$ cat src/rtl/fp_accum_driver_if.sv
`default_nettype none
// ============================================================================
// Module      : fp_accum_driver_if
// Description : Handshake bundle for fp_accum_driver: term input stream,
//               operand/result channels to an external float adder, and the
//               batch-sum output channel.
// Revision    : 1.0 - initial release
// ============================================================================
interface fp_accum_driver_if;
  // term input stream
  logic [31:0] in_data;
  logic        in_stb;
  logic        in_ack;
  // adder operand a (accumulator)
  logic [31:0] adder_a;
  logic        adder_a_stb;
  logic        adder_a_ack;
  // adder operand b (term)
  logic [31:0] adder_b;
  logic        adder_b_stb;
  logic        adder_b_ack;
  // adder result
  logic [31:0] adder_z;
  logic        adder_z_stb;
  logic        adder_z_ack;
  // batch sum output
  logic [31:0] sum_out;
  logic        sum_stb;
  logic        sum_ack;

  // accumulator driver side
  modport master (
    input  in_data, in_stb,
    output in_ack,
    output adder_a, adder_a_stb,
    input  adder_a_ack,
    output adder_b, adder_b_stb,
    input  adder_b_ack,
    input  adder_z, adder_z_stb,
    output adder_z_ack,
    output sum_out, sum_stb,
    input  sum_ack
  );

  // environment side: term producer, float adder and sum consumer
  modport slave (
    output in_data, in_stb,
    input  in_ack,
    input  adder_a, adder_a_stb,
    output adder_a_ack,
    input  adder_b, adder_b_stb,
    output adder_b_ack,
    output adder_z, adder_z_stb,
    input  adder_z_ack,
    input  sum_out, sum_stb,
    output sum_ack
  );
endinterface
`default_nettype wire

$ cat src/rtl/fp_accum_driver.sv
`default_nettype none
// ============================================================================
// Module      : fp_accum_driver
// Description : Sequences batches of N_TERMS float32 terms through an external
//               float adder, accumulating into acc and presenting each batch
//               sum on a stb/ack output. No arithmetic is done locally.
// Revision    : 1.0 - initial release
// ============================================================================
module fp_accum_driver #(
  parameter int N_TERMS = 4
) (
  input  logic               clk,
  input  logic               rst,
  fp_accum_driver_if.master  bus
);

  localparam logic [7:0] c_n_terms = 8'(N_TERMS);

  typedef enum logic [1:0] {
    S_GET_IN  = 2'd0,
    S_SEND_OP = 2'd1,
    S_WAIT_Z  = 2'd2,
    S_PUT_SUM = 2'd3
  } state_t;

  state_t      r_state,       w_state_nx;
  logic [31:0] r_acc,         w_acc_nx;
  logic [31:0] r_term,        w_term_nx;
  logic [7:0]  r_cnt,         w_cnt_nx;
  logic        r_in_ack,      w_in_ack_nx;
  logic [31:0] r_adder_a,     w_adder_a_nx;
  logic        r_adder_a_stb, w_adder_a_stb_nx;
  logic [31:0] r_adder_b,     w_adder_b_nx;
  logic        r_adder_b_stb, w_adder_b_stb_nx;
  logic        r_adder_z_ack, w_adder_z_ack_nx;
  logic [31:0] r_sum_out,     w_sum_out_nx;
  logic        r_sum_stb,     w_sum_stb_nx;
  logic [7:0]  w_cnt_inc;

  assign w_cnt_inc = r_cnt + 8'd1;

  // Next-state and next-output decode. Each state's handshake flag is low on
  // entry, so "flag low" marks the first edge spent in that state.
  always_comb begin
    w_state_nx       = r_state;
    w_acc_nx         = r_acc;
    w_term_nx        = r_term;
    w_cnt_nx         = r_cnt;
    w_in_ack_nx      = r_in_ack;
    w_adder_a_nx     = r_adder_a;
    w_adder_a_stb_nx = r_adder_a_stb;
    w_adder_b_nx     = r_adder_b;
    w_adder_b_stb_nx = r_adder_b_stb;
    w_adder_z_ack_nx = r_adder_z_ack;
    w_sum_out_nx     = r_sum_out;
    w_sum_stb_nx     = r_sum_stb;

    case (r_state)
      S_GET_IN: begin
        if (!r_in_ack) begin
          w_in_ack_nx = 1'b1;
        end else if (bus.in_stb) begin
          w_term_nx   = bus.in_data;
          w_in_ack_nx = 1'b0;
          w_state_nx  = S_SEND_OP;
        end
      end

      S_SEND_OP: begin
        // Both strobes low only on entry: we leave as soon as both drain.
        if (!r_adder_a_stb && !r_adder_b_stb) begin
          w_adder_a_nx     = r_acc;
          w_adder_b_nx     = r_term;
          w_adder_a_stb_nx = 1'b1;
          w_adder_b_stb_nx = 1'b1;
        end else begin
          w_adder_a_stb_nx = r_adder_a_stb & ~bus.adder_a_ack;
          w_adder_b_stb_nx = r_adder_b_stb & ~bus.adder_b_ack;
          if (!w_adder_a_stb_nx && !w_adder_b_stb_nx) begin
            w_state_nx = S_WAIT_Z;
          end
        end
      end

      S_WAIT_Z: begin
        if (!r_adder_z_ack) begin
          w_adder_z_ack_nx = 1'b1;
        end else if (bus.adder_z_stb) begin
          w_acc_nx         = bus.adder_z;
          w_cnt_nx         = w_cnt_inc;
          w_adder_z_ack_nx = 1'b0;
          w_state_nx       = (w_cnt_inc == c_n_terms) ? S_PUT_SUM : S_GET_IN;
        end
      end

      S_PUT_SUM: begin
        if (!r_sum_stb) begin
          w_sum_out_nx = r_acc;
          w_sum_stb_nx = 1'b1;
        end else if (bus.sum_ack) begin
          w_sum_stb_nx = 1'b0;
          w_acc_nx     = 32'h0000_0000;
          w_cnt_nx     = 8'd0;
          w_state_nx   = S_GET_IN;
        end
      end

      default: begin
        w_state_nx = S_GET_IN;
      end
    endcase
  end

  // State and output registers; reset discards any partial batch.
  always_ff @(posedge clk) begin
    if (rst) begin
      r_state       <= S_GET_IN;
      r_acc         <= 32'h0000_0000;
      r_term        <= 32'h0000_0000;
      r_cnt         <= 8'd0;
      r_in_ack      <= 1'b0;
      r_adder_a     <= 32'h0000_0000;
      r_adder_a_stb <= 1'b0;
      r_adder_b     <= 32'h0000_0000;
      r_adder_b_stb <= 1'b0;
      r_adder_z_ack <= 1'b0;
      r_sum_out     <= 32'h0000_0000;
      r_sum_stb     <= 1'b0;
    end else begin
      r_state       <= w_state_nx;
      r_acc         <= w_acc_nx;
      r_term        <= w_term_nx;
      r_cnt         <= w_cnt_nx;
      r_in_ack      <= w_in_ack_nx;
      r_adder_a     <= w_adder_a_nx;
      r_adder_a_stb <= w_adder_a_stb_nx;
      r_adder_b     <= w_adder_b_nx;
      r_adder_b_stb <= w_adder_b_stb_nx;
      r_adder_z_ack <= w_adder_z_ack_nx;
      r_sum_out     <= w_sum_out_nx;
      r_sum_stb     <= w_sum_stb_nx;
    end
  end

  assign bus.in_ack      = r_in_ack;
  assign bus.adder_a     = r_adder_a;
  assign bus.adder_a_stb = r_adder_a_stb;
  assign bus.adder_b     = r_adder_b;
  assign bus.adder_b_stb = r_adder_b_stb;
  assign bus.adder_z_ack = r_adder_z_ack;
  assign bus.sum_out     = r_sum_out;
  assign bus.sum_stb     = r_sum_stb;

endmodule
`default_nettype wire
$ cat src/flat_wrapper.sv
// flat-port wrapper written by rule: the top's interface ports become plain ports
module fp_accum_driver_flat 
#(
  parameter int N_TERMS = 4
)
  (clk, rst, bus_in_data, bus_in_stb, bus_in_ack, bus_adder_a, bus_adder_a_stb, bus_adder_a_ack, bus_adder_b, bus_adder_b_stb, bus_adder_b_ack, bus_adder_z, bus_adder_z_stb, bus_adder_z_ack, bus_sum_out, bus_sum_stb, bus_sum_ack);
  fp_accum_driver_if bus_i ();
  input  logic clk;
  input  logic rst;
  input wire logic [$bits(bus_i.in_data)-1:0] bus_in_data;
  input wire logic [$bits(bus_i.in_stb)-1:0] bus_in_stb;
  output wire logic [$bits(bus_i.in_ack)-1:0] bus_in_ack;
  output wire logic [$bits(bus_i.adder_a)-1:0] bus_adder_a;
  output wire logic [$bits(bus_i.adder_a_stb)-1:0] bus_adder_a_stb;
  input wire logic [$bits(bus_i.adder_a_ack)-1:0] bus_adder_a_ack;
  output wire logic [$bits(bus_i.adder_b)-1:0] bus_adder_b;
  output wire logic [$bits(bus_i.adder_b_stb)-1:0] bus_adder_b_stb;
  input wire logic [$bits(bus_i.adder_b_ack)-1:0] bus_adder_b_ack;
  input wire logic [$bits(bus_i.adder_z)-1:0] bus_adder_z;
  input wire logic [$bits(bus_i.adder_z_stb)-1:0] bus_adder_z_stb;
  output wire logic [$bits(bus_i.adder_z_ack)-1:0] bus_adder_z_ack;
  output wire logic [$bits(bus_i.sum_out)-1:0] bus_sum_out;
  output wire logic [$bits(bus_i.sum_stb)-1:0] bus_sum_stb;
  input wire logic [$bits(bus_i.sum_ack)-1:0] bus_sum_ack;
  assign bus_i.in_data = bus_in_data;
  assign bus_i.in_stb = bus_in_stb;
  assign bus_in_ack = bus_i.in_ack;
  assign bus_adder_a = bus_i.adder_a;
  assign bus_adder_a_stb = bus_i.adder_a_stb;
  assign bus_i.adder_a_ack = bus_adder_a_ack;
  assign bus_adder_b = bus_i.adder_b;
  assign bus_adder_b_stb = bus_i.adder_b_stb;
  assign bus_i.adder_b_ack = bus_adder_b_ack;
  assign bus_i.adder_z = bus_adder_z;
  assign bus_i.adder_z_stb = bus_adder_z_stb;
  assign bus_adder_z_ack = bus_i.adder_z_ack;
  assign bus_sum_out = bus_i.sum_out;
  assign bus_sum_stb = bus_i.sum_stb;
  assign bus_i.sum_ack = bus_sum_ack;
  fp_accum_driver #(.N_TERMS(N_TERMS)) u_core (.clk(clk), .rst(rst), .bus(bus_i));
endmodule
$ cat config.mk
export PLATFORM = sky130hd
export DESIGN_NAME = fp_accum_driver_flat
export DESIGN_NICKNAME = d
export VERILOG_FILES = /design/src/rtl/fp_accum_driver_if.sv /design/src/rtl/fp_accum_driver.sv /design/src/flat_wrapper.sv
export SDC_FILE = /design/constraint.sdc
export NUM_CORES = 1
export LEC_CHECK = 0
export CORE_ASPECT_RATIO = 0.75
export CORE_MARGIN = 3
export CORE_UTILIZATION = 48
export DETAILED_ROUTE_END_ITERATION = 8
export PLACE_DENSITY = 0.83
export SYNTH_ARGS = -nofsm -noshare
export SYNTH_HDL_FRONTEND = slang
export SYNTH_SLANG_ARGS = --single-unit
$ cat constraint.sdc
create_clock -name clk -period 1.91 [get_ports clk]
set_clock_uncertainty 0.15 [all_clocks]
set_input_delay 0.382 -clock clk [delete_from_list [all_inputs] [get_ports clk]]
set_output_delay 0.382 -clock clk [all_outputs]
set_load 0.01 [all_outputs]
==> impl_metrics.py <==
metrics = {
    "run_status": {
        "status": "completed",
    },
    "sta": {
        "hold_slack_ps": 294,
        "hold_viol_final": 0,
        "min_period_over_period": 0.972,
        "fin_crit_ps": 1860,
        "max_freq_mhz": 539,
        "slew_headroom": 0.521,
        "setup_violations": 0,
        "slew_viol_final": 0,
        "rsz0062_at_grt": "false",
        "max_slew.worst_pin.slew_ps": 718,
        "tns_ps": 0,
    },
    "detailed_routing": {
        "initialDrtViolationCount": 365,
        "drc": 0,
        "ant_nets": 0,
        "drt_first_pass_iters": 5,
        "vias": 5642,
        "post_drt_wl_per_cell_um": 14.8,
        "routed_wl_mm": 16.0,
        "viasPerCell": 5.19,
    },
    "final_layout": {
        "drive_gt1_frac": 0.0738,
        "antenna_cells": 0,
        "final_cell_mix": "263 x nand2_1, 173 x dfxtp_1, 164 x clkdlybuf4s50_1",
        "nets": 983,
        "final_cell_area_sq_um": 8770,
        "post-route-util": 0.701,
        "layout_commonest_cell": "nand2_1",
        "syn2layout_area_growth_pct": 39.5,
    },
    "floorplan": {
        "pin_count": 172,
        "die_y_um": 105,
        "core_area_sq_um": 12500,
        "initial_core_util": 0.502,
        "row_count": 35,
        "chipWidth_um": 138,
        "die-area_sq_um": 14500,
    },
    "grt": {
        "antenna_found_initial": 0,
        "grt_pass1_wl_mm": 25.7,
        "overflow": 0,
        "grt_usage": 0.215,
        "grt_max_degree": 116,
        "grt_pass1_vias": 5100,
    },
    "placed_design": {
        "routabilityCongestion": 0.821,
        "io_buffers": 171,
        "place_area_sq_um": 8140,
        "dp_hpwl_mm": 10.3,
    },
    "setup_path": {
        "worst_path_largest_cell_delay_ps": 560,
        "crit_path_cell_trace": "clkdlybuf4s50_1",
        "cpLargestDelayFamily": "buffers and inverters",
        "crit_path_top_delay_cell": "clkdlybuf4s50_1",
        "worstPathRequired_ps": 1380,
        "path_class": "flop to primary output",
        "arrival_ps": 1320,
        "start_kind": "flop",
        "endpoint_kind": "primary output",
        "crit_buf_inv": 1,
        "worst-path-max-fanout": 2,
    },
    "job": {
        "drv_cap": 0,
    },
    "synthesis": {
        "async_reset_ff_frac": 0,
        "synth_area_sq_um": 6290,
        "syn_inst": 759,
        "ys_ff_latch": 175,
        "avgSynthCellArea_sq_um": 8.28,
        "ys_types": 34,
        "yosys_most_used_dff": "dfxtp_1",
        "ys_seq_area_frac": 0.557,
        "synth-edff-count": 0,
        "yosys_warnings": 0,
        "synth_nets": 832,
    },
    "pwr": {
        "power_mw": 7.94,
        "power_density_nw_per_um2": 905,
        "p_leak_nw": 3.03,
        "vdd_ir_drop_max_uv": 891,
    },
    "clock_network": {
        "clkTransAtPathRegs_ps": 60,
        "cts_tree": "built",
        "clockBufferDepth": 2,
        "cts_root_buf": "clkbuf_16",
        "cts_inserted_buffers": 17,
        "insertion_delay_ps": 400,
        "clock_sinks": 175,
        "cts-htree-levels": 4,
        "cts_setup_buffers": 0,
    },
    "min_path": {
        "hold_class": "input pin to flop",
    },
}
routing by layer:
metal,vias to the layer above,part of all wire,global-route usage
met4,0,0.0070,0.0465
met3,10,0.074,0.0640
li1,2808,-,-
met5,-,0,0
met1,2627,0.47,0.302
met2,197,0.45,0.328
power breakdown:
group          leakage [nW]  total (mW)  switching [mW]  internal, mW
Sequential             1.41        3.75          0.0390          3.71
Clock                 0.297        3.63            1.40          2.23
Combinational          1.32       0.565           0.307         0.258
Total                  3.03        7.94            1.74          6.20
worst paths after layout:
kind,endpoint,start,cells after the start,slack (ps)
max,bus_adder_a[30],u_core.bus.adder_a[30],1,50
min,u_core.r_acc[3],rst,3,290
max reg2reg,u_core.bus.sum_out[26],u_core.r_state[1],4,190
min reg2reg,u_core.bus.adder_b[14],u_core.r_term[14],2,300
final cells by class:
class | count | area [sq um]
clock inverters | 12 | 185
well taps | 166 | 208
multi-input cells | 528 | 2490
flip-flops and latches | 175 | 3510
clock buffers | 18 | 439
fillers | 1041 | 3750
repair buffers | 188 | 1940
flip-flops by register name, summed over array words and instances, names as in the netlist:
register                count
u_core.bus.adder_z_ack      1
u_core.bus.sum_out         32
u_core.bus.adder_a_stb      1
u_core.r_state              2
u_core.r_cnt                8
u_core.bus.adder_b         32
u_core.bus.adder_a         32
u_core.r_term              32
u_core.bus.in_ack           1
u_core.r_acc               32
u_core.bus.sum_stb          1
u_core.bus.adder_b_stb      1
logic make-up after synthesis:
kind of cell	Yosys count	share of synthesized area
xor+xnor	2	0.00279
fa+ha+maj	2	0.00398
buf+inv	56	0.0494
simple gates	342	0.217
compound gates	182	0.170
flops	175	0.557
through the flow:
stage                     setup WS, ps  std cells
after floorplan                    369        759
after global placement           -10.5       1057
after detailed placement         -63.4       1057
after CTS                         9.06       1087
after global routing              2.53       1087
final                             54.4       1087
tightest hold or removal path: stages:
cell and delay (ps):
buf_4 130, buf_12 180, nor2_1 110
repair_timing:
action,in CTS,in global routing
setup endpoints to repair,4,3
hold buffers,0,0
resized for setup,5,3
synth_stat cells (2+ instances only):
| master | n | area share |
|---|---|---|
| nand3_1 | 7 | 0.0056 |
| o21ai_0 | 4 | 0.0032 |
| nand4b_1 | 2 | 0.0028 |
| a22oi_1 | 24 | 0.029 |
| a21oi_1 | 136 | 0.11 |
| and2b_1 | 2 | 0.0024 |
| xnor2_1 | 2 | 0.0028 |
| dfxtp_1 | 175 | 0.56 |
| nand2b_1 | 2 | 0.0020 |
| a22oi_2 | 10 | 0.020 |
| nor2_1 | 49 | 0.029 |
| or3_1 | 2 | 0.0020 |
| a31oi_1 | 3 | 0.0030 |
| buf_4 | 8 | 0.0096 |
| buf_6 | 6 | 0.011 |
| ha_1 | 2 | 0.0040 |
| nor3_1 | 3 | 0.0024 |
| clkbuf_1 | 22 | 0.013 |
| buf_2 | 20 | 0.016 |
| nand2_1 | 264 | 0.16 |
| and3_1 | 3 | 0.0030 |
(Power assumes the default switching activity.)
